<file path="config.mk">
export PLATFORM = sky130hd
export DESIGN_NAME = kicker_ctrl
export DESIGN_NICKNAME = d
export VERILOG_FILES = /design/src/rtl/kicker_ctrl.sv
export SDC_FILE = /design/constraint.sdc
export NUM_CORES = 1
export LEC_CHECK = 0
export ABC_AREA = 1
export BUFFER_PORTS_ARGS = -buffer_cell sky130_fd_sc_hd__buf_2
export CAP_MARGIN = 20
export CORE_MARGIN = 2
export CORE_UTILIZATION = 39
export CTS_CLUSTER_SIZE = 40
export DETAILED_ROUTE_END_ITERATION = 16
export PLACE_DENSITY_LB_ADDON = 0.08
export SLEW_MARGIN = 15
export SYNTH_ARGS = -nofsm -noshare
export SYNTH_HDL_FRONTEND = slang
export SYNTH_SLANG_ARGS = --single-unit
</file>
<file path="constraint.sdc">
create_clock -name clk -period 2.35 [get_ports clk]
set_input_delay 0 -clock clk [delete_from_list [all_inputs] [get_ports clk]]
set_output_delay 0 -clock clk [all_outputs]
set_load 0.05 [all_outputs]
</file>
<file path="src/rtl/kicker_ctrl.sv">
`default_nettype none
// ============================================================================
// Module      : kicker_ctrl
// Description : Multi-channel solenoid kicker controller. It charges the HV
//               capacitor, fires one one-hot trigger for a timed pulse, then
//               waits out a cooldown. Optional ball-sense arming is enabled
//               with the KICKER_BALLSENSE_EN macro.
// Revision    : 1.0 - initial release
// ============================================================================
module kicker_ctrl #(
    parameter int N_CH       = 2,
    parameter int TIME_W     = 8,
    parameter int TICK_DIV   = 1000,
    parameter int COOL_TICKS = 200,
    parameter int CHG_TO     = 5000,
`ifdef KICKER_BALLSENSE_EN
    parameter int ARM_TICKS  = 500,
`endif
    localparam int c_CH_W    = (N_CH > 1) ? $clog2(N_CH) : 1
) (
    input  logic              clk,
    input  logic              rst,
    input  logic [TIME_W-1:0] kicktime,
    input  logic              kickstart,
    input  logic [c_CH_W-1:0] kick_ch,
    input  logic              done,
    input  logic              fault_clr,
`ifdef KICKER_BALLSENSE_EN
    input  logic              ball_in,
`endif
    output logic              Charge,
    output logic [N_CH-1:0]   Trigger,
    output logic              ready,
    output logic              led3,
    output logic              led4
);

    localparam int         c_PRE_W    = $clog2(TICK_DIV);
    localparam logic [2:0] c_CHARGE   = 3'd0;
    localparam logic [2:0] c_READY    = 3'd1;
    localparam logic [2:0] c_FIRE     = 3'd2;
    localparam logic [2:0] c_COOLDOWN = 3'd3;
    localparam logic [2:0] c_FAULT    = 3'd4;
`ifdef KICKER_BALLSENSE_EN
    localparam logic [2:0] c_ARMED    = 3'd5;
`endif

    logic [2:0]         r_state;
    logic [2:0]         w_state_nxt;
    logic               r_done_s1;
    logic               r_done_s2;
    logic               r_ks_d;
    logic [c_PRE_W-1:0] r_presc;
    logic [15:0]        r_ticks;
    logic [TIME_W-1:0]  r_kt;
    logic [c_CH_W-1:0]  r_ch;
    logic               r_charge;
    logic [N_CH-1:0]    r_trigger;
    logic               r_ready;
    logic               r_fault;

    logic               w_tick;
    logic [15:0]        w_ticks_inc;
    logic               w_rise;
    logic               w_valid;
    logic               w_enter;
    logic [c_CH_W-1:0]  w_fire_ch;
    logic [N_CH-1:0]    w_trig_oh;

`ifdef KICKER_BALLSENSE_EN
    logic               r_ball_s1;
    logic               r_ball_s2;

    always_ff @(posedge clk) begin
        if (rst) begin
            r_ball_s1 <= 1'b0;
            r_ball_s2 <= 1'b0;
        end else begin
            r_ball_s1 <= ball_in;
            r_ball_s2 <= r_ball_s1;
        end
    end
`endif

    assign w_tick      = (r_presc == c_PRE_W'(TICK_DIV - 1));
    assign w_ticks_inc = r_ticks + 16'd1;
    assign w_rise      = kickstart & ~r_ks_d;
    assign w_valid     = w_rise && (kicktime != '0) && (32'(kick_ch) < N_CH);
    assign w_enter     = (w_state_nxt != r_state);
    // The live channel select only matters on the cycle the request is taken.
    assign w_fire_ch   = (r_state == c_READY) ? kick_ch : r_ch;

    generate
        for (genvar i = 0; i < N_CH; i++) begin : g_trig
            assign w_trig_oh[i] = (w_fire_ch == c_CH_W'(i));
        end
    endgenerate

    always_comb begin
        w_state_nxt = r_state;
        case (r_state)
            c_CHARGE: begin
                if (r_done_s2)
                    w_state_nxt = c_READY;
                else if (w_tick && (w_ticks_inc == 16'(CHG_TO)))
                    w_state_nxt = c_FAULT;
            end
            c_READY: begin
                if (!r_done_s2)
                    w_state_nxt = c_CHARGE;
                else if (w_valid)
`ifdef KICKER_BALLSENSE_EN
                    w_state_nxt = c_ARMED;
`else
                    w_state_nxt = c_FIRE;
`endif
            end
`ifdef KICKER_BALLSENSE_EN
            c_ARMED: begin
                if (r_ball_s2)
                    w_state_nxt = c_FIRE;
                else if (!kickstart || (w_tick && (w_ticks_inc == 16'(ARM_TICKS))))
                    w_state_nxt = c_READY;
            end
`endif
            c_FIRE: begin
                if (w_tick && (w_ticks_inc == 16'(r_kt)))
                    w_state_nxt = c_COOLDOWN;
            end
            c_COOLDOWN: begin
                if (w_tick && (w_ticks_inc == 16'(COOL_TICKS)))
                    w_state_nxt = c_CHARGE;
            end
            c_FAULT: begin
                if (fault_clr)
                    w_state_nxt = c_CHARGE;
            end
            default: w_state_nxt = c_CHARGE;
        endcase
    end

    always_ff @(posedge clk) begin
        if (rst) begin
            r_state   <= c_CHARGE;
            r_done_s1 <= 1'b0;
            r_done_s2 <= 1'b0;
            r_ks_d    <= 1'b0;
            r_presc   <= '0;
            r_ticks   <= '0;
            r_kt      <= '0;
            r_ch      <= '0;
            r_charge  <= 1'b0;
            r_trigger <= '0;
            r_ready   <= 1'b0;
            r_fault   <= 1'b0;
        end else begin
            r_state   <= w_state_nxt;
            r_done_s1 <= done;
            r_done_s2 <= r_done_s1;
            r_ks_d    <= kickstart;

            // Timebase restarts on every state entry so each duration is exact.
            if (w_enter) begin
                r_presc <= '0;
                r_ticks <= '0;
            end else if (w_tick) begin
                r_presc <= '0;
                r_ticks <= w_ticks_inc;
            end else begin
                r_presc <= r_presc + c_PRE_W'(1);
            end

            if ((r_state == c_READY) && w_valid) begin
                r_kt <= kicktime;
                r_ch <= kick_ch;
            end

            // Outputs decode the next state so they line up with the state register.
            r_charge  <= (w_state_nxt == c_CHARGE);
            r_ready   <= (w_state_nxt == c_READY);
            r_fault   <= (w_state_nxt == c_FAULT);
            r_trigger <= (w_state_nxt == c_FIRE) ? w_trig_oh : '0;
        end
    end

    assign Charge  = r_charge;
    assign Trigger = r_trigger;
    assign ready   = r_ready;
    assign led3    = r_ready;
    assign led4    = r_fault;

    a_trig_safe: assert property (@(posedge clk) disable iff (rst)
        !((|r_trigger) && r_charge) && $onehot0(r_trigger));

endmodule
`default_nettype wire

</file>
==> impl_metrics.toml <==
[yosys]
netlist-cell-type-count = 30
synth.top_cell.area_share_pct = 34.3
synthArstFlopShare_pct = 0
ys_seq_area_share_pct = 34.3
synth_ff_type = "dfxtp_1"
synthAdderAreaFrac_pct = 0.933
yosys-top-cells-area = "dfxtp_1 (34%), nand2_1 (15%), nor2_1 (9.4%)"
avgSynthCellArea_um2 = 6.40
ys_ff_latch = 46
yosysTopAreaCell = "dfxtp_1"
synth_compound_area_share_pct = 7.51
ys_warn_count = 0
syn_nets = 435
synthXorXnorAreaFrac_pct = 2.94
synth_edf_count = 0
synth_top_family_by_area = "simple AND/OR/NAND/NOR gates"
synth.mux.area_fraction_pct = 0
yosys.area_share.simple_pct = 44.9
postSynthCellCount = 419
netlist_area_um2 = 2680

[clock_tree]
cts_tree = "yes"
clk_latency_ns = 0.30
clkTransAtPathRegs_ns = 0.09
cts_buffers = 5
cts-htree-levels = 2
cts.sinks = 46
cts_root_buf = "clkbuf_8"
clock_path_buffers = 2

[status]
outcome = "finished, final reports clean"

[routing]
first_iter_violations = 146
antenna_left = 0
drt-total-wl_mm = 7.02
drc_errors = 0
wl_per_cell_um = 12.6
vias = 2753
first_pass_iters = 5
via_per_inst = 4.94

[sta]
post-route-period-util_pct = 95.7
worst_pin_slew_ns = 0.437
clock.fmax_ghz = 0.445
finalSetupViolations = 0
skew_ns = 0.00568
relSlewSlack_pct = 70.6
finalHoldViolations = 0
drv_slew = 0
fin_ws_ns = 0.101
period_minus_slack_ns = 2.25
finalSetupTns_ns = 0
rsz0062_at_grt = "yes"

[final_layout]
area.growth.synth_to_final_pct = 32.0
layoutNonFillerInstCount = 557
final_cell_area_um2 = 3540
diodes = 0
n_fill_cell = 700
nets = 492
drive_gt1_share_pct = 27.9

[floorplanning]
core_area_um2 = 6720
rows = 30
die_area_um2 = 7560
ios = 20
start_util_pct = 39.9
die_h_um = 86.9
die_width_um = 86.9

[worst_setup_path]
end_kind = "register"
crit_fanout = 8
worstSetupPathType = "register to register"
start_kind = "register"
required_ns = 2.55
crit_arrival_ns = 2.45

[pwr]
power_density_nw_per_um2 = 434
totalPowerFinal_mw = 1.54
p_leak_nw = 1.50
ir_drop_uv = 227

[hold_path]
hold_class = "input port to register"

[grt]
grt_antenna_before_repair = 0
grt_usage_pct = 18.5
grt_pass1_vias = 2435
grt_overflow_total = 0
grt_first_pass_wirelength_mm = 11.2
grt_start_max_net_pins = 18

[place]
place_hpwl_mm = 5.01
io_buffers = 19
placed_cell_area_um2 = 2950
post-place-ws_ns = 0.0110
gp_congestion = 0.859
place_inst = 525

[run]
drv_cap = 0
[through the flow]
stage / hold slack (ns) / utilization, %
after floorplan: 0.107 / -
after global placement: 0.213 / 43.9
after detailed placement: 0.215 / 43.9
after CTS: 0.0149 / 47.7
after global routing: 0.0540 / 52.7
final: 0.0219 / 52.7
[final timing paths]
check	start	to	slack, ns	cells past startpoint
worst min-delay path	kicktime[1]	r_kt[1]	0.02	3
worst max register to register	r_ticks[1]	r_ticks[15]	0.10	16
worst max-delay path	r_ticks[1]	r_ticks[15]	0.10	16
worst min register to register	r_done_s1	r_done_s2	0.41	2
[power breakdown]
group          internal [mW]  switching, mW
sequential             0.790        0.00658
combinational         0.0610         0.0685
clock                  0.319          0.290
[kinds of logic (layout without fill, tap and decap cells)]
family,Yosys count,count (layout)
and+or+nand+nor,261,262
buffers and inverters,62,119
DFF,46,46
AOI/OAI and AO/OA,39,39
xor gates and xnor gates,9,9
adders and majority gates,2,2
[sequential cells by signal (all words and copies together) (netlist names)]
signal     cells
Charge         1
Trigger        2
led3           1
led4           1
r_ch           1
r_done_s1      1
r_done_s2      1
r_ks_d         1
r_kt           8
r_presc       10
r_state        3
r_ticks       16
[layout make-up]
type	instances	area (µm²)	share of cell area, %
clock buffer	5	68.8	1.94
clock inverter	3	43.8	1.24
inverter	55	206	5.83
multi-input combinational	312	1710	48.3
sequential	46	935	26.4
tap	80	100	2.83
timing repair buffer	56	477	13.5
[per-layer routing]
layer	vias to the layer above	global-route usage, %	wire length, µm
met5	-	0	0
met4	0	3.41	79
met3	6	3.13	200
met2	53	30.7	3360
met1	1247	25.4	3380
li1	1447	-	-
[Yosys cell counts, types with 2 or more instances]
master,count
a21oi_1,14
buf_6,2
clkbuf_1,4
dfxtp_1,46
ha_1,2
inv_1,54
nand2_1,104
nand2_2,8
nand3_1,38
nand3_2,2
nand4_1,12
nor2_1,67
nor2_2,14
nor2_4,3
nor3_1,4
nor4_1,3
o21ai_0,22
xnor2_1,3
xor2_1,6
[cells in the final DEF (no fill, tap or decap), types with 16 or more instances in the layout]
cell / synthesis / final
o21ai_0: 22 / 21
nor2_2: 14 / 22
buf_2: 0 / 19
inv_1: 54 / 54
buf_4: 1 / 17
dfxtp_1: 46 / 37
nand3_1: 38 / 29
nand2_1: 104 / 91
nand2_2: 8 / 16
nor2_1: 67 / 56
[critical path, cell delays in order, from the launching register on]
cell,delay [ns]
dfxtp_4,0.37
ha_4,0.16
nand3_4,0.09
nor2_4,0.13
buf_12,0.13
buf_4,0.10
nand3_1,0.05
nand2_1,0.09
nand2_1,0.07
nor2_2,0.14
nand3_2,0.12
nand2_4,0.10
nand3_1,0.07
and2_4,0.17
nand3_4,0.11
clkbuf_16,0.18
nor2_2,0.04
[timing repair]
action / 4_1_cts / 5_1_grt
setup buffers: 1 / 9
gates resized for setup: 0 / 67
hold buffers: 12 / 0
gates cloned: 0 / 2
endpoints found under the hold margin: 14 / 0
endpoints found under the setup margin: 2 / 28
pin swaps: 1 / 30
No activity file was read; power rests on OpenSTA's default activity.
